File: config.mk
export PLATFORM = sky130hd
export DESIGN_NAME = cache_miss_ctrl_flat
export DESIGN_NICKNAME = d
export VERILOG_FILES = /design/src/rtl/cache_pkg.sv /design/src/rtl/cache_miss_ctrl_if.sv /design/src/rtl/sat_counter.sv /design/src/rtl/cache_miss_ctrl.sv /design/src/flat_wrapper.sv
export SDC_FILE = /design/constraint.sdc
export NUM_CORES = 1
export LEC_CHECK = 0
export ABC_AREA = 1
export BUFFER_PORTS_ARGS = -buffer_cell sky130_fd_sc_hd__buf_4
export CAP_MARGIN = 20
export CORE_MARGIN = 5
export CORE_UTILIZATION = 45
export CTS_CLUSTER_DIAMETER = 200
export DETAILED_ROUTE_END_ITERATION = 6
export PLACE_DENSITY = 0.72
export SETUP_SLACK_MARGIN = 0.4
export SYNTH_ARGS = -nofsm -noshare
export SYNTH_HDL_FRONTEND = slang
export SYNTH_SLANG_ARGS = --single-unit
File: constraint.sdc
create_clock -name clock -period 1.6 [get_ports clock]
set_input_delay 0.16 -clock clock [delete_from_list [all_inputs] [get_ports clock]]
set_output_delay 0.16 -clock clock [all_outputs]
set_load 0.05 [all_outputs]
File: src/rtl/cache_pkg.sv
// Purpose: shared widths, cache line bit layout, miss-handler state encoding and address helpers.
// Latency: n/a (declarations only).
// Backpressure: n/a.
package cache_pkg;

    localparam int CACHE_TAG_W   = 2;
    localparam int CACHE_INDEX_W = 3;
    localparam int CACHE_DATA_W  = 8;
    localparam int CACHE_ADDR_W  = CACHE_TAG_W + CACHE_INDEX_W;

    // Cache line layout: {V, D, LRU, tag[1:0], data[7:0]}
    localparam int LINE_V_BIT   = 12;
    localparam int LINE_D_BIT   = 11;
    localparam int LINE_LRU_BIT = 10;
    localparam int LINE_TAG_HI  = 9;
    localparam int LINE_TAG_LO  = 8;
    localparam int LINE_DATA_HI = 7;
    localparam int LINE_DATA_LO = 0;

    typedef enum logic [2:0] {
        ST_IDLE = 3'd0,
        ST_WB   = 3'd1,
        ST_RD   = 3'd2,
        ST_WAIT = 3'd3,
        ST_FILL = 3'd4
    } miss_state_t;

    function automatic logic [CACHE_TAG_W-1:0] addr_tag(input logic [CACHE_ADDR_W-1:0] addr);
        return addr[CACHE_ADDR_W-1:CACHE_INDEX_W];
    endfunction

    function automatic logic [CACHE_INDEX_W-1:0] addr_index(input logic [CACHE_ADDR_W-1:0] addr);
        return addr[CACHE_INDEX_W-1:0];
    endfunction

endpackage

File: src/rtl/cache_miss_ctrl_if.sv
// Purpose: bundles the miss request, victim info, backing-RAM port and refill strobe.
// Latency: n/a (wiring only).
// Backpressure: req_ready gates requests; the fill strobe cannot be back-pressured.
// Ports: master = cache + RAM side, slave = miss controller.
interface cache_miss_ctrl_if #(
    parameter int ADDR_W  = 5,
    parameter int INDEX_W = 3,
    parameter int DATA_W  = 8
);
    localparam int TAG_W = ADDR_W - INDEX_W;

    logic               req_valid;
    logic               req_ready;
    logic [ADDR_W-1:0]  req_addr;
    logic               req_write;
    logic [DATA_W-1:0]  req_wdata;
    logic               victim_dirty;
    logic [TAG_W-1:0]   victim_tag;
    logic [DATA_W-1:0]  victim_data;
    logic [ADDR_W-1:0]  ram_address;
    logic [DATA_W-1:0]  ram_data;
    logic               ram_wren;
    logic [DATA_W-1:0]  ram_q;
    logic               fill_valid;
    logic [INDEX_W-1:0] fill_index;
    logic [TAG_W-1:0]   fill_tag;
    logic [DATA_W-1:0]  fill_data;
    logic               fill_dirty;

    modport master (
        output req_valid, req_addr, req_write, req_wdata,
        output victim_dirty, victim_tag, victim_data, ram_q,
        input  req_ready, ram_address, ram_data, ram_wren,
        input  fill_valid, fill_index, fill_tag, fill_data, fill_dirty
    );

    modport slave (
        input  req_valid, req_addr, req_write, req_wdata,
        input  victim_dirty, victim_tag, victim_data, ram_q,
        output req_ready, ram_address, ram_data, ram_wren,
        output fill_valid, fill_index, fill_tag, fill_data, fill_dirty
    );

endinterface

File: src/rtl/sat_counter.sv
// Purpose: up-counter that sticks at all-ones instead of wrapping.
// Latency: count_o reflects an increment one cycle after inc_i.
// Backpressure: none; increments beyond all-ones are dropped.
// Ports: clk_i, rst_ni (async active-low clear), inc_i, count_o.
module sat_counter #(
    parameter int WIDTH = 16
) (
    input  logic             clk_i,
    input  logic             rst_ni,
    input  logic             inc_i,
    output logic [WIDTH-1:0] count_o
);

    logic [WIDTH-1:0] cnt_q;

    always_ff @(posedge clk_i or negedge rst_ni) begin
        if (!rst_ni) begin
            cnt_q <= '0;
        end else if (inc_i && (cnt_q != '1)) begin
            cnt_q <= cnt_q + WIDTH'(1);
        end
    end

    assign count_o = cnt_q;

endmodule

File: src/rtl/cache_miss_ctrl.sv
// Purpose: cache miss handler -- dirty victim write-back, RAM fetch or store-allocate, one-cycle refill.
// Latency: accept->fill 2+RAM_LAT clean load, 3+RAM_LAT dirty load, 1 clean store, 2 dirty store.
// Backpressure: req_ready only in IDLE; fill strobe is fire-and-forget.
// Ports: clock, reset (async active-low), bus (slave modport), miss_count / wb_count statistics.
module cache_miss_ctrl
    import cache_pkg::*;
#(
    parameter int ADDR_W  = CACHE_ADDR_W,
    parameter int INDEX_W = CACHE_INDEX_W,
    parameter int DATA_W  = CACHE_DATA_W,
    parameter int RAM_LAT = 1,
    parameter int CNT_W   = 16
) (
    input  logic             clock,
    input  logic             reset,
    cache_miss_ctrl_if.slave bus,
    output logic [CNT_W-1:0] miss_count,
    output logic [CNT_W-1:0] wb_count
);

    localparam int         TAG_W     = ADDR_W - INDEX_W;
    localparam logic [1:0] WAIT_INIT = 2'(RAM_LAT - 1);

    miss_state_t        state_q, state_d;
    logic [1:0]         wait_q, wait_d;

    // Request captured at accept
    logic [ADDR_W-1:0]  addr_q;
    logic               write_q;
    logic [DATA_W-1:0]  wdata_q;
    logic [TAG_W-1:0]   vtag_q;
    logic [DATA_W-1:0]  vdata_q;

    // Registered outputs
    logic [ADDR_W-1:0]  ram_address_q, ram_address_d;
    logic [DATA_W-1:0]  ram_data_q, ram_data_d;
    logic               ram_wren_q, ram_wren_d;
    logic [INDEX_W-1:0] fill_index_q, fill_index_d;
    logic [TAG_W-1:0]   fill_tag_q, fill_tag_d;
    logic [DATA_W-1:0]  fill_data_q, fill_data_d;
    logic               fill_dirty_q, fill_dirty_d;

    logic               accept;
    logic               in_idle;
    logic [ADDR_W-1:0]  cur_addr;
    logic               cur_write;
    logic [DATA_W-1:0]  cur_wdata;
    logic [TAG_W-1:0]   cur_vtag;
    logic [DATA_W-1:0]  cur_vdata;

    assign in_idle = (state_q == ST_IDLE);
    assign accept  = in_idle && bus.req_valid;

    // On the accept edge the request is still on the inputs, afterwards it lives in
    // the capture registers; the next-value logic reads whichever is current.
    assign cur_addr  = in_idle ? bus.req_addr    : addr_q;
    assign cur_write = in_idle ? bus.req_write   : write_q;
    assign cur_wdata = in_idle ? bus.req_wdata   : wdata_q;
    assign cur_vtag  = in_idle ? bus.victim_tag  : vtag_q;
    assign cur_vdata = in_idle ? bus.victim_data : vdata_q;

    always_comb begin
        state_d       = state_q;
        wait_d        = wait_q;
        ram_address_d = ram_address_q;
        ram_data_d    = ram_data_q;
        fill_index_d  = fill_index_q;
        fill_tag_d    = fill_tag_q;
        fill_data_d   = fill_data_q;
        fill_dirty_d  = fill_dirty_q;

        case (state_q)
            ST_IDLE: begin
                if (bus.req_valid) begin
                    if (bus.victim_dirty) state_d = ST_WB;
                    else if (bus.req_write) state_d = ST_FILL;
                    else state_d = ST_RD;
                end
            end
            ST_WB:   state_d = write_q ? ST_FILL : ST_RD;
            ST_RD: begin
                state_d = ST_WAIT;
                wait_d  = WAIT_INIT;
            end
            ST_WAIT: begin
                if (wait_q == 2'd0) state_d = ST_FILL;
                else wait_d = wait_q - 2'd1;
            end
            ST_FILL: state_d = ST_IDLE;
            default: state_d = ST_IDLE;
        endcase

        // RAM port values are set up for the state being entered, so ram_wren is a
        // flop that is high exactly while the FSM sits in WB.
        ram_wren_d = (state_d == ST_WB);
        if (state_d == ST_WB) begin
            ram_address_d = {cur_vtag, cur_addr[INDEX_W-1:0]};
            ram_data_d    = cur_vdata;
        end else if (state_d == ST_RD) begin
            ram_address_d = cur_addr;
        end

        // Fill fields only move when FILL is entered and hold otherwise.
        if (state_d == ST_FILL) begin
            fill_index_d = cur_addr[INDEX_W-1:0];
            fill_tag_d   = cur_addr[ADDR_W-1:INDEX_W];
            fill_data_d  = (state_q == ST_WAIT) ? bus.ram_q : cur_wdata;
            fill_dirty_d = cur_write;
        end
    end

    always_ff @(posedge clock or negedge reset) begin
        if (!reset) begin
            state_q <= ST_IDLE;
            wait_q  <= 2'd0;
        end else begin
            state_q <= state_d;
            wait_q  <= wait_d;
        end
    end

    always_ff @(posedge clock or negedge reset) begin
        if (!reset) begin
            addr_q        <= '0;
            write_q       <= 1'b0;
            wdata_q       <= '0;
            vtag_q        <= '0;
            vdata_q       <= '0;
            ram_address_q <= '0;
            ram_data_q    <= '0;
            ram_wren_q    <= 1'b0;
            fill_index_q  <= '0;
            fill_tag_q    <= '0;
            fill_data_q   <= '0;
            fill_dirty_q  <= 1'b0;
        end else begin
            if (accept) begin
                addr_q  <= bus.req_addr;
                write_q <= bus.req_write;
                wdata_q <= bus.req_wdata;
                vtag_q  <= bus.victim_tag;
                vdata_q <= bus.victim_data;
            end
            ram_address_q <= ram_address_d;
            ram_data_q    <= ram_data_d;
            ram_wren_q    <= ram_wren_d;
            fill_index_q  <= fill_index_d;
            fill_tag_q    <= fill_tag_d;
            fill_data_q   <= fill_data_d;
            fill_dirty_q  <= fill_dirty_d;
        end
    end

    assign bus.req_ready   = in_idle;
    assign bus.fill_valid  = (state_q == ST_FILL);
    assign bus.ram_address = ram_address_q;
    assign bus.ram_data    = ram_data_q;
    assign bus.ram_wren    = ram_wren_q;
    assign bus.fill_index  = fill_index_q;
    assign bus.fill_tag    = fill_tag_q;
    assign bus.fill_data   = fill_data_q;
    assign bus.fill_dirty  = fill_dirty_q;

    sat_counter #(.WIDTH(CNT_W)) u_miss_cnt (
        .clk_i   (clock),
        .rst_ni  (reset),
        .inc_i   (accept),
        .count_o (miss_count)
    );

    sat_counter #(.WIDTH(CNT_W)) u_wb_cnt (
        .clk_i   (clock),
        .rst_ni  (reset),
        .inc_i   (state_q == ST_WB),
        .count_o (wb_count)
    );

endmodule

File: src/flat_wrapper.sv
// flat-port wrapper written by rule: the top's interface ports become plain ports
module cache_miss_ctrl_flat import cache_pkg::*;
#(
    parameter int ADDR_W  = CACHE_ADDR_W,
    parameter int INDEX_W = CACHE_INDEX_W,
    parameter int DATA_W  = CACHE_DATA_W,
    parameter int RAM_LAT = 1,
    parameter int CNT_W   = 16
)
  (clock, reset, miss_count, wb_count, bus_req_valid, bus_req_addr, bus_req_write, bus_req_wdata, bus_victim_dirty, bus_victim_tag, bus_victim_data, bus_ram_q, bus_req_ready, bus_ram_address, bus_ram_data, bus_ram_wren, bus_fill_valid, bus_fill_index, bus_fill_tag, bus_fill_data, bus_fill_dirty);
  cache_miss_ctrl_if #(.ADDR_W(ADDR_W), .INDEX_W(INDEX_W), .DATA_W(DATA_W)) bus_i ();
  input  logic clock;
  input  logic reset;
  output logic [CNT_W-1:0] miss_count;
  output logic [CNT_W-1:0] wb_count;
  input wire logic [$bits(bus_i.req_valid)-1:0] bus_req_valid;
  input wire logic [$bits(bus_i.req_addr)-1:0] bus_req_addr;
  input wire logic [$bits(bus_i.req_write)-1:0] bus_req_write;
  input wire logic [$bits(bus_i.req_wdata)-1:0] bus_req_wdata;
  input wire logic [$bits(bus_i.victim_dirty)-1:0] bus_victim_dirty;
  input wire logic [$bits(bus_i.victim_tag)-1:0] bus_victim_tag;
  input wire logic [$bits(bus_i.victim_data)-1:0] bus_victim_data;
  input wire logic [$bits(bus_i.ram_q)-1:0] bus_ram_q;
  output wire logic [$bits(bus_i.req_ready)-1:0] bus_req_ready;
  output wire logic [$bits(bus_i.ram_address)-1:0] bus_ram_address;
  output wire logic [$bits(bus_i.ram_data)-1:0] bus_ram_data;
  output wire logic [$bits(bus_i.ram_wren)-1:0] bus_ram_wren;
  output wire logic [$bits(bus_i.fill_valid)-1:0] bus_fill_valid;
  output wire logic [$bits(bus_i.fill_index)-1:0] bus_fill_index;
  output wire logic [$bits(bus_i.fill_tag)-1:0] bus_fill_tag;
  output wire logic [$bits(bus_i.fill_data)-1:0] bus_fill_data;
  output wire logic [$bits(bus_i.fill_dirty)-1:0] bus_fill_dirty;
  assign bus_i.req_valid = bus_req_valid;
  assign bus_i.req_addr = bus_req_addr;
  assign bus_i.req_write = bus_req_write;
  assign bus_i.req_wdata = bus_req_wdata;
  assign bus_i.victim_dirty = bus_victim_dirty;
  assign bus_i.victim_tag = bus_victim_tag;
  assign bus_i.victim_data = bus_victim_data;
  assign bus_i.ram_q = bus_ram_q;
  assign bus_req_ready = bus_i.req_ready;
  assign bus_ram_address = bus_i.ram_address;
  assign bus_ram_data = bus_i.ram_data;
  assign bus_ram_wren = bus_i.ram_wren;
  assign bus_fill_valid = bus_i.fill_valid;
  assign bus_fill_index = bus_i.fill_index;
  assign bus_fill_tag = bus_i.fill_tag;
  assign bus_fill_data = bus_i.fill_data;
  assign bus_fill_dirty = bus_i.fill_dirty;
  cache_miss_ctrl #(.ADDR_W(ADDR_W), .INDEX_W(INDEX_W), .DATA_W(DATA_W), .RAM_LAT(RAM_LAT), .CNT_W(CNT_W)) u_core (.clock(clock), .reset(reset), .bus(bus_i), .miss_count(miss_count), .wb_count(wb_count));
endmodule
==> Yosys cells after proc, flatten, opt, wreduce, memory -nomap -nowiden <==
Cells that the tools add are included.
{ "classes": {"n_addsub": 3, "n_eq_ne": 10, "muxes": 16, "reduce_logical": 8} }
{ "op_table": {"columns": ["cell", "count"], "rows": [
  ["$add A16 B1 Y16 const B", 2],
  ["$ne A16 B16 Y1 const B", 2],
  ["$mux W8", 3],
  ["$mux W3", 5],
  ["$mux W5", 3],
  ["$pmux W3 S4", 1],
  ["$eq A3 B2 Y1 const B", 3],
  ["$eq A3 B1 Y1 const B", 2],
  ["$eq A3 B3 Y1 const B", 2],
  ["$mux W2", 2],
  ["$pmux W2 S2", 1],
  ["$reduce_bool A2 Y1", 2],
  ["$logic_and A1 B1 Y1", 3],
  ["$logic_not A3 Y1", 1],
  ["$logic_not A2 Y1", 1],
  ["$ne A2 B2 Y1 const B", 1],
  ["$reduce_and A2 Y1", 1],
  ["$sub A2 B1 Y2 const B", 1],
  ["$mux W1", 1]
]} }
{ "word_totals": {"register_bits": 89, "in_bits": 36, "out_inout_bits": 62, "word_cells": 53} }

==> Depth between registers and ports, before layout <==
Gate-level depths: netlist of run 1.
{ "depth": {"word_depth": 7, "depth_mapped": 9, "depth_no_buf": 8} }

==> Modules after synthesis <==
From an unflattened synthesis of run 1, not the netlist that was laid out.
{ "unflattened": {"hier_cells": 628, "area_unflattened_um2": 4907.2} }
{ "modules_own_cells": {"columns": ["module", "instances", "cells_per_inst", "area_each_um2"], "rows": [
  ["cache_miss_ctrl", 1, 330, 2790.2],
  ["sat_counter", 2, 149, 1058.5]
]} }

==> Least setup slack after synthesis of run 1 <==
Ideal clock, no wire load.
{ "synth_path": {"path_kind": "reg-to-reg", "start": "register u_core.u_wb_cnt.cnt_q[0], in the netlist u_core.u_wb_cnt.count_o[0]", "end": "register u_core.u_wb_cnt.cnt_q[8], in the netlist u_core.u_wb_cnt.count_o[8]", "arrival_time_ps": 1759, "t_required_ps": 1482, "setup_slack_ps": -277, "stages_incl_launch_ff": 10, "path_buffers": 1, "cell_sequence": "dfrtp_1 ha_1 inv_1 nor2_2 nand2_1 nor2_1 nor2_2 buf_6 nand2_1 nand2_1"} }
{ "synth_between": {"elab_chain_len": 2} }
{ "synth_lines": {"columns": ["item", "line_no", "rtl"], "rows": [
  ["start: declaration", "sat_counter.sv:14", "logic [WIDTH-1:0] cnt_q;"],
  ["start signal: assignment", "sat_counter.sv:20", "cnt_q <= cnt_q + WIDTH'(1);"],
  ["branches (longest 2 deep; another with $add A16 B1 Y16)", null, null]
]} }
Several ways; the timed one is not identified.
A chain may end at the register's enable or synchronous reset.

==> Final worst setup path of run 1 <==
{ "layout_path": {"start": "register u_core.state_q[1]", "end": "register u_core.u_miss_cnt.cnt_q[3], in the netlist u_core.u_miss_cnt.count_o[3]"} }
{ "layout_between": {"elab_chain_len": 3} }
{ "layout_lines": {"columns": ["item", "line_no", "rtl"], "rows": [
  ["start: declaration", "cache_miss_ctrl.sv:24", "miss_state_t state_q, state_d;"],
  ["start signal: assignment", "cache_miss_ctrl.sv:117", "state_q <= state_d;"],
  ["$logic_not A3 Y1", "cache_miss_ctrl.sv:51", "assign in_idle = (state_q == ST_IDLE);"],
  ["$logic_and A1 B1 Y1", "cache_miss_ctrl.sv:52", "assign accept = in_idle && bus.req_valid;"],
  ["$logic_and A1 B1 Y1", "sat_counter.sv:19", "end else if (inc_i && (cnt_q != '1)) begin"],
  ["end signal: assignment", "sat_counter.sv:20", null],
  ["end: declaration", "sat_counter.sv:14", null]
]} }
Every way passes these cells.

==> impl_metrics.csv, run 1 <==
group,metric,value,unit
placed_design,placed_area,0.005841,mm²
critical_path,worst-setup-path-type,"reg2reg",
route,drt.antenna.violating_nets,0,
critical_path,critPathArrivalTime,1.77,ns
clock_network,clkTransAtPathRegs,0.10,ns
min_path,min_path_type,"in2reg",
synthesis,register_area_share_after_synthesis,0.4781,
global_routing,grt_antenna_before_repair,0,
global_routing,grt_first_pass_wirelength,22180,µm
die,die_y,111.7,µm
synthesis,synth_top_area_cell,"sky130_fd_sc_hd__dfrtp_1",
die,initial_utilization,0.4553,
clock_network,clk_latency,0.37,ns
finish,finish.instance_area,0.007699,mm²
timing,finalWorstPathRequiredPeriod,1.507,ns
synthesis,synth_async_sr_flop_share,1.000,
finish,most-common-layout-cells,"186 x sky130_fd_sc_hd__nand2_1, 116 x sky130_fd_sc_hd__buf_4, 66 x sky130_fd_sc_hd__nand2_2, 55 x sky130_fd_sc_hd__dfrtp_1, 47 x sky130_fd_sc_hd__inv_1",
status,outcome,"complete, no violations",
route,via_density_per_instance,5.200,
die,io_pins,98,
power_and_ir_drop,total_leakage_power,3.794,nW
clock_network,cts_inserted_buffers,9,
die,die_area,0.01249,mm²
synthesis,post_synth_main_area_contributors,"sky130_fd_sc_hd__dfrtp_1 48%, sky130_fd_sc_hd__nand2_1 23%, sky130_fd_sc_hd__o21ai_0 4.6%",
synthesis,synthesis.yosys.warnings,0,
synthesis,syn-instance-count,627,
critical_path,timing.critical_path.required,1.87,ns
finish,diodes,0,
synthesis,synth.lib_cells_used.distinct,30,
clock_network,cts.sinks,89,
placed_design,place_congestion,0.8264,
global_routing,grt_util_met3,0.05000,
flow_run,reported_max_cap_violation_count,0,
timing,hold_viol_final,0,
critical_path,cp-start-kind,"flip-flop",
route,detail_route.iter0.violations,241,
global_routing,grt_most_used_layer,"met2",
global_routing,grt_overflow_total,0,
finish,fraction_of_final_layout_cells_with_drive_strength_greater_than_1,0.5006,
synthesis,dominantRegCellSynth,"sky130_fd_sc_hd__dfrtp_1",
global_routing,global_routing_usage_on_met2,0.3641,
global_routing,grt_util_all_layers,0.2151,
power_and_ir_drop,peak_supply_drop,1.259,mV
route,drt_first_pass_iters,5,
synthesis,post_synthesis_cell_area,0.004658,mm²
placed_design,detailed_place_hpwl,8731,µm
clock_network,ctsRootBufferMaster,"sky130_fd_sc_hd__clkbuf_8",
route,route.vias.total,4945,
timing,fin_tns_setup,0,ns
die,placement_rows,37,
critical_path,timing.critical_path.to_type,"flip-flop",
placed_design,place.port_buffers,97,
route,drc_errors,0,
global_routing,grtUsageMet1,0.2730,
synthesis,ys_seq_elements,89,
clock_network,clk_path_buf_depth,2,
finish,nets,850,
clock_network,tritoncts,"built",
power_and_ir_drop,pwr_density_cell,1912,mW/mm²
timing,clk_skew,0.01126,ns
timing,worst_slew_pin_slew,0.4171,ns
power_and_ir_drop,report.power.total,14.72,mW
critical_path,critPathMaxFanout,8,
synthesis,mappedNetlistNets,666,
timing,fin_crit_sh,0.9416,
synthesis,number_of_flops_mapped_to_enable_cells_by_yosys,0,
timing,maxSlewHeadroom,0.7219,
finish,final_common_cell,"sky130_fd_sc_hd__nand2_1",
die,die_width,111.7,µm
global_routing,first_global_vias,4662,
synthesis,post-synth-top-area-fraction,0.4781,
route,avgRoutedWirePerCell,16.10,µm
global_routing,grt_start_max_net_pins,36,
timing,timing.final.max_slew_violations,0,
clock_network,number_of_h_tree_levels,3,
timing,fmax,663.7,MHz
finish,syn2layout_area_growth,65.27,%
die,core_region_area,0.01023,mm²
timing,report.final.setup_viol,0,
timing,rsz0062_at_grt,"true",
route,drt-total-wl,15310,µm
synthesis,synth_area_per_inst,7.429,µm²
synthesized netlist by cell type, types with 2 or more instances:
library cell,n
sky130_fd_sc_hd__buf_4,5
sky130_fd_sc_hd__buf_6,2
sky130_fd_sc_hd__nor2_4,4
sky130_fd_sc_hd__o21ai_0,43
sky130_fd_sc_hd__nand4_2,2
sky130_fd_sc_hd__nand4_1,13
sky130_fd_sc_hd__clkbuf_1,3
sky130_fd_sc_hd__nand2_4,2
sky130_fd_sc_hd__inv_1,52
sky130_fd_sc_hd__nor2_1,40
sky130_fd_sc_hd__nand2_1,282
sky130_fd_sc_hd__ha_1,3
sky130_fd_sc_hd__dfrtp_1,89
sky130_fd_sc_hd__xnor2_1,13
sky130_fd_sc_hd__o21ai_1,3
sky130_fd_sc_hd__nor2_2,4
sky130_fd_sc_hd__a31oi_1,8
sky130_fd_sc_hd__nand3_1,37
sky130_fd_sc_hd__buf_2,7
sky130_fd_sc_hd__inv_2,5
sequential cells by signal (all words and copies together) (netlist names), 3 cells and up:
signal,cells
u_core.u_miss_cnt.count_o,16
u_core.bus.ram_address,5
u_core.state_q,3
u_core.vdata_q,8
u_core.bus.ram_data,8
u_core.wdata_q,8
u_core.addr_q,5
u_core.bus.fill_data,8
u_core.bus.fill_index,3
u_core.u_wb_cnt.count_o,16
layout make-up:
cell class                 count  area (µm²)
tap                          136       170.2
multi-input combinational    463        2823
inverter                      58       245.2
fill                         718        2532
sequential                    89        2270
timing repair buffer         190        1997
clock inverter                 5       56.30
clock buffer                  10       137.6
critical path, cell delays in order, from the launching register on:
cell	delay [ns]
sky130_fd_sc_hd__dfrtp_2	0.43
sky130_fd_sc_hd__nor2_4	0.20
sky130_fd_sc_hd__nand2_8	0.12
sky130_fd_sc_hd__nor2_8	0.13
sky130_fd_sc_hd__buf_6	0.15
sky130_fd_sc_hd__o21ai_4	0.09
sky130_fd_sc_hd__clkbuf_16	0.18
sky130_fd_sc_hd__nand2_1	0.06
sky130_fd_sc_hd__nand2_1	0.05
report_power, final:
part           total, mW  leakage [nW]  internal, mW  switching (mW)
clock               1.60        0.0981         0.754           0.845
sequential          3.74          1.09          3.08           0.665
combinational       9.38          2.61          3.89            5.49
worst paths after layout:
path	end	cells after the start	from	slack [ns]
setup / recovery	u_core.u_miss_cnt.count_o[3]	8	u_core.state_q[1]	0.09
hold / removal	u_core.wdata_q[5]	3	bus_req_wdata[5]	0.003
setup reg to reg	u_core.u_miss_cnt.count_o[3]	8	u_core.state_q[1]	0.09
hold reg to reg	u_core.vdata_q[5]	2	u_core.vdata_q[5]	0.50
max in group asynchronous	u_core.bus.ram_data[6]	3	reset	0.81
min in group asynchronous	u_core.bus.fill_data[5]	2	reset	0.26
what timing repair did:
item                       in CTS  in global routing
setup endpoints to repair      94                116
hold buffers                    3                  0
hold endpoints to repair       28                  0
gates resized for setup        85                161
cloned                          4                  8
setup buffers                  35                 27
pin swaps                      31                 39
routing by layer:
metal | up-vias | routed length [µm] | share of wire
li1 | 2342 | - | -
met1 | 2404 | 6193 | 0.40
met2 | 169 | 7859 | 0.51
met3 | 30 | 968 | 0.063
met4 | 0 | 286 | 0.019
met5 | - | 0 | 0
cells by family (layout without fill, tap and decap cells):
family | count (synthesis) | count (layout) | synth area share
and+or+nand+nor | 388 | 388 | 0.3500
buffers and inverters | 75 | 263 | 0.06957
adders and majority gates | 3 | 3 | 0.008059
xor gates and xnor gates | 14 | 14 | 0.02632
AOI/OAI and AO/OA | 58 | 58 | 0.06796
DFF | 89 | 89 | 0.4781
per-stage QoR:
stage	util	setup slack (ns)	std cells	hold slack, ns
finish	0.7525	0.09339	951	0.003200
global route	0.7525	0.02593	951	0.007144
CTS	0.6630	0.1260	916	0.0002631
detailed placement	0.5709	0.07092	859	0.1200
global placement	0.5709	0.1292	859	0.1127
floorplan	-	0.09569	627	-0.1356
No activity file was read; power rests on OpenSTA's default activity.
==> run 2, diff against run 1 <==
ABC_AREA = 0   (was 1)
PLACE_DENSITY = 0.75   (was 0.72)
==> impl_metrics.csv, run 2 <==
group,metric,value,unit
finish,multi_input_logic_area,0.001992,mm²
critical_path,cp-start-kind,"flip-flop",
critical_path,timing.critical_path.required,1.84,ns
clock_network,ctsRootBufferMaster,"sky130_fd_sc_hd__clkbuf_8",
synthesis,post-synth-top-area-fraction,0.5340,
global_routing,grt_overflow_total,0,
critical_path,crit_path_buffers_inverters,2,
synthesis,most_instantiated_cells_after_synthesis,"79 x sky130_fd_sc_hd__dfrtp_1, 29 x sky130_fd_sc_hd__nor2_1, 26 x sky130_fd_sc_hd__mux2_2",
finish,most-common-layout-cells,"121 x sky130_fd_sc_hd__buf_4, 45 x sky130_fd_sc_hd__dfrtp_1, 34 x sky130_fd_sc_hd__dfrtp_2, 33 x sky130_fd_sc_hd__buf_6, 25 x sky130_fd_sc_hd__mux2_2",
finish,final.fill_count,538,
die,die_y,100.7,µm
timing,timing.final.max_slew_violations,0,
clock_network,cts_inserted_buffers,9,
die,io_pins,98,
synthesis,mappedNetlistNets,364,
route,avgRoutedWirePerCell,16.48,µm
synthesis,post_synth_main_area_contributors,"sky130_fd_sc_hd__dfrtp_1 53%, sky130_fd_sc_hd__mux2_2 7.9%, sky130_fd_sc_hd__nor2_1 2.9%",
finish,final_common_cell,"sky130_fd_sc_hd__buf_4",
clock_network,clk_path_buf_depth,2,
timing,finalWorstPathRequiredPeriod,1.879,ns
synthesis,synth_top_area_cell,"sky130_fd_sc_hd__dfrtp_1",
finish,fraction_of_final_layout_cells_with_drive_strength_greater_than_1,0.6549,
timing,final_setup_margin,-0.2792,ns
route,detail_route.iter0.violations,81,
synthesis,post_synthesis_cell_area,0.003702,mm²
flow_run,reported_max_cap_violation_count,0,
finish,nets,544,
global_routing,grt_util_all_layers,0.2025,
route,drt_first_pass_iters,6,
finish,layout.area.seq,0.002019,mm²
finish,syn2layout_area_growth,64.58,%
die,placement_rows,33,
critical_path,timing.critical_path.to_type,"flip-flop",
synthesis,ys_seq_elements,79,
power_and_ir_drop,total_leakage_power,2.752,nW
power_and_ir_drop,pwr_density_cell,2010,mW/mm²
route,drt-total-wl,10140,µm
synthesis,synth.lib_cells_used.distinct,44,
global_routing,grt_start_max_net_pins,36,
synthesis,syn-instance-count,325,
die,die_area,0.01014,mm²
die,initial_utilization,0.4552,
critical_path,timing.critical_path.cells,"buf_6 > or4b_4 > buf_4 > nor2b_4 > mux2_4",
global_routing,grt_first_pass_wirelength,16390,µm
timing,report.final.setup_viol,69,
clock_network,number_of_h_tree_levels,3,
critical_path,worst-setup-path-type,"reg2reg",
placed_design,detailed_place_hpwl,6646,µm
timing,hold_viol_final,0,
placed_design,place_inst,562,
timing,fmax,532.1,MHz
synthesis,number_of_flops_mapped_to_enable_cells_by_yosys,0,
timing,worst_slew_pin_slew,0.4154,ns
die,die_width,100.7,µm
global_routing,first_global_vias,3365,
global_routing,grt_antenna_before_repair,0,
synthesis,synth_async_sr_flop_share,1.000,
critical_path,cell_family_with_most_cp_delay,"simple AND/OR/NAND/NOR gates",
route,drc_errors,0,
clock_network,clk_latency,0.35,ns
timing,fin_crit_sh,1.175,
clock_network,cts.sinks,79,
synthesis,register_area_share_after_synthesis,0.5340,
timing,fin_tns_setup,-9.713,ns
route,via_density_per_instance,5.260,
synthesis,synth_area_per_inst,11.39,µm²
die,core_region_area,0.008134,mm²
critical_path,critPathMaxFanout,4,
synthesis,synthesis.yosys.warnings,0,
synthesis,dominantRegCellSynth,"sky130_fd_sc_hd__dfrtp_1",
finish,post_layout_nonfiller_instances,615,
timing,maxSlewHeadroom,0.7230,
route,route.vias.total,3235,
min_path,min_path_type,"in2reg",
critical_path,critPathMaxStageDelay,0.59,ns
finish,diodes,0,
timing,clk_skew,0.01609,ns
placed_design,place_congestion,0.8146,
clock_network,clkTransAtPathRegs,0.09,ns
placed_design,place.port_buffers,97,
synthesis,synth.most_common_cell,"sky130_fd_sc_hd__dfrtp_1",
critical_path,critPathArrivalTime,2.12,ns
route,drt.antenna.violating_nets,0,
critical_path,timing.critical_path.slowest_stage_cell,"sky130_fd_sc_hd__or4b_4",
power_and_ir_drop,peak_supply_drop,1.655,mV
clock_network,tritoncts,"built",
status,outcome,"finished, violations left",
critical_path,setup.reg_to_reg.worst_slack,-0.28,ns
finish,finalCoreUtilization,0.7491,
timing,rsz0062_at_grt,"true",
placed_design,worst_setup_slack_before_clock_tree_synthesis,-0.3476,ns
status,failed_checks,"setup timing",
run 2: cell families after synthesis:
family | share of synthesized area
adders and majority gates | 0.01014
xor gates and xnor gates | 0.05441
buffers and inverters | 0.02737
and+or+nand+nor | 0.1558
DFF | 0.5340
AOI/OAI and AO/OA | 0.09969
muxes | 0.1186
run 2: timing repair:
action                                 CTS  global route
hold buffers                             1             0
setup endpoints to repair               94           103
buffers inserted                        13            20
resized for setup                       99            32
cloned                                   1             2
pin swaps                               15             7
endpoints found under the hold margin   29             0
run 2: path summary, 6_finish.rpt:
kind,start,to,cells after the start
setup / recovery,u_core.state_q[1],u_core.u_miss_cnt.count_o[1],5
hold / removal,bus_victim_data[5],u_core.bus.ram_data[5],2
setup reg to reg,u_core.state_q[1],u_core.u_miss_cnt.count_o[1],5
hold reg to reg,u_core.u_miss_cnt.count_o[13],u_core.u_miss_cnt.count_o[13],1
max in group asynchronous,reset,u_core.u_miss_cnt.count_o[2],3
min in group asynchronous,reset,u_core.bus.fill_data[3],2
run 2: where the power goes:
group / switching, mW / leakage (nW) / internal [mW]
registers: 0.619 / 0.927 / 2.75
logic: 4.07 / 1.73 / 3.30
clock network: 0.738 / 0.0997 / 0.765
total: 5.43 / 2.75 / 6.82
run 2: per-layer routing:
layer / global-route usage / share of wire
met2: 0.3428 / 0.52
met1: 0.2550 / 0.42
met5: 0 / 0
met4: 0.07565 / 0.017
met3: 0.04152 / 0.045
run 2: cell type report:
| cell class | count | area share |
|---|---|---|
| sequential | 79 | 0.3314 |
| multi-input combinational | 226 | 0.3269 |
| timing repair buffer | 181 | 0.2828 |
| clock buffer | 11 | 0.02320 |
| tap | 105 | 0.02156 |
| clock inverter | 5 | 0.009240 |
| inverter | 8 | 0.004928 |
run 2: per-stage QoR:
| stage | total power, mW | instance area (µm²) | hold WS, ns |
|---|---|---|---|
| after CTS | 11.57 | 5747 | 0.03097 |
| after global routing | 12.91 | 6093 | 0.03149 |
| after global placement | 9.110 | 5055 | 0.1154 |
| after floorplan | 7.400 | 3933 | -0.1356 |
| after detailed placement | 9.261 | 5055 | 0.1211 |
| final | 12.25 | 6093 | 0.04047 |
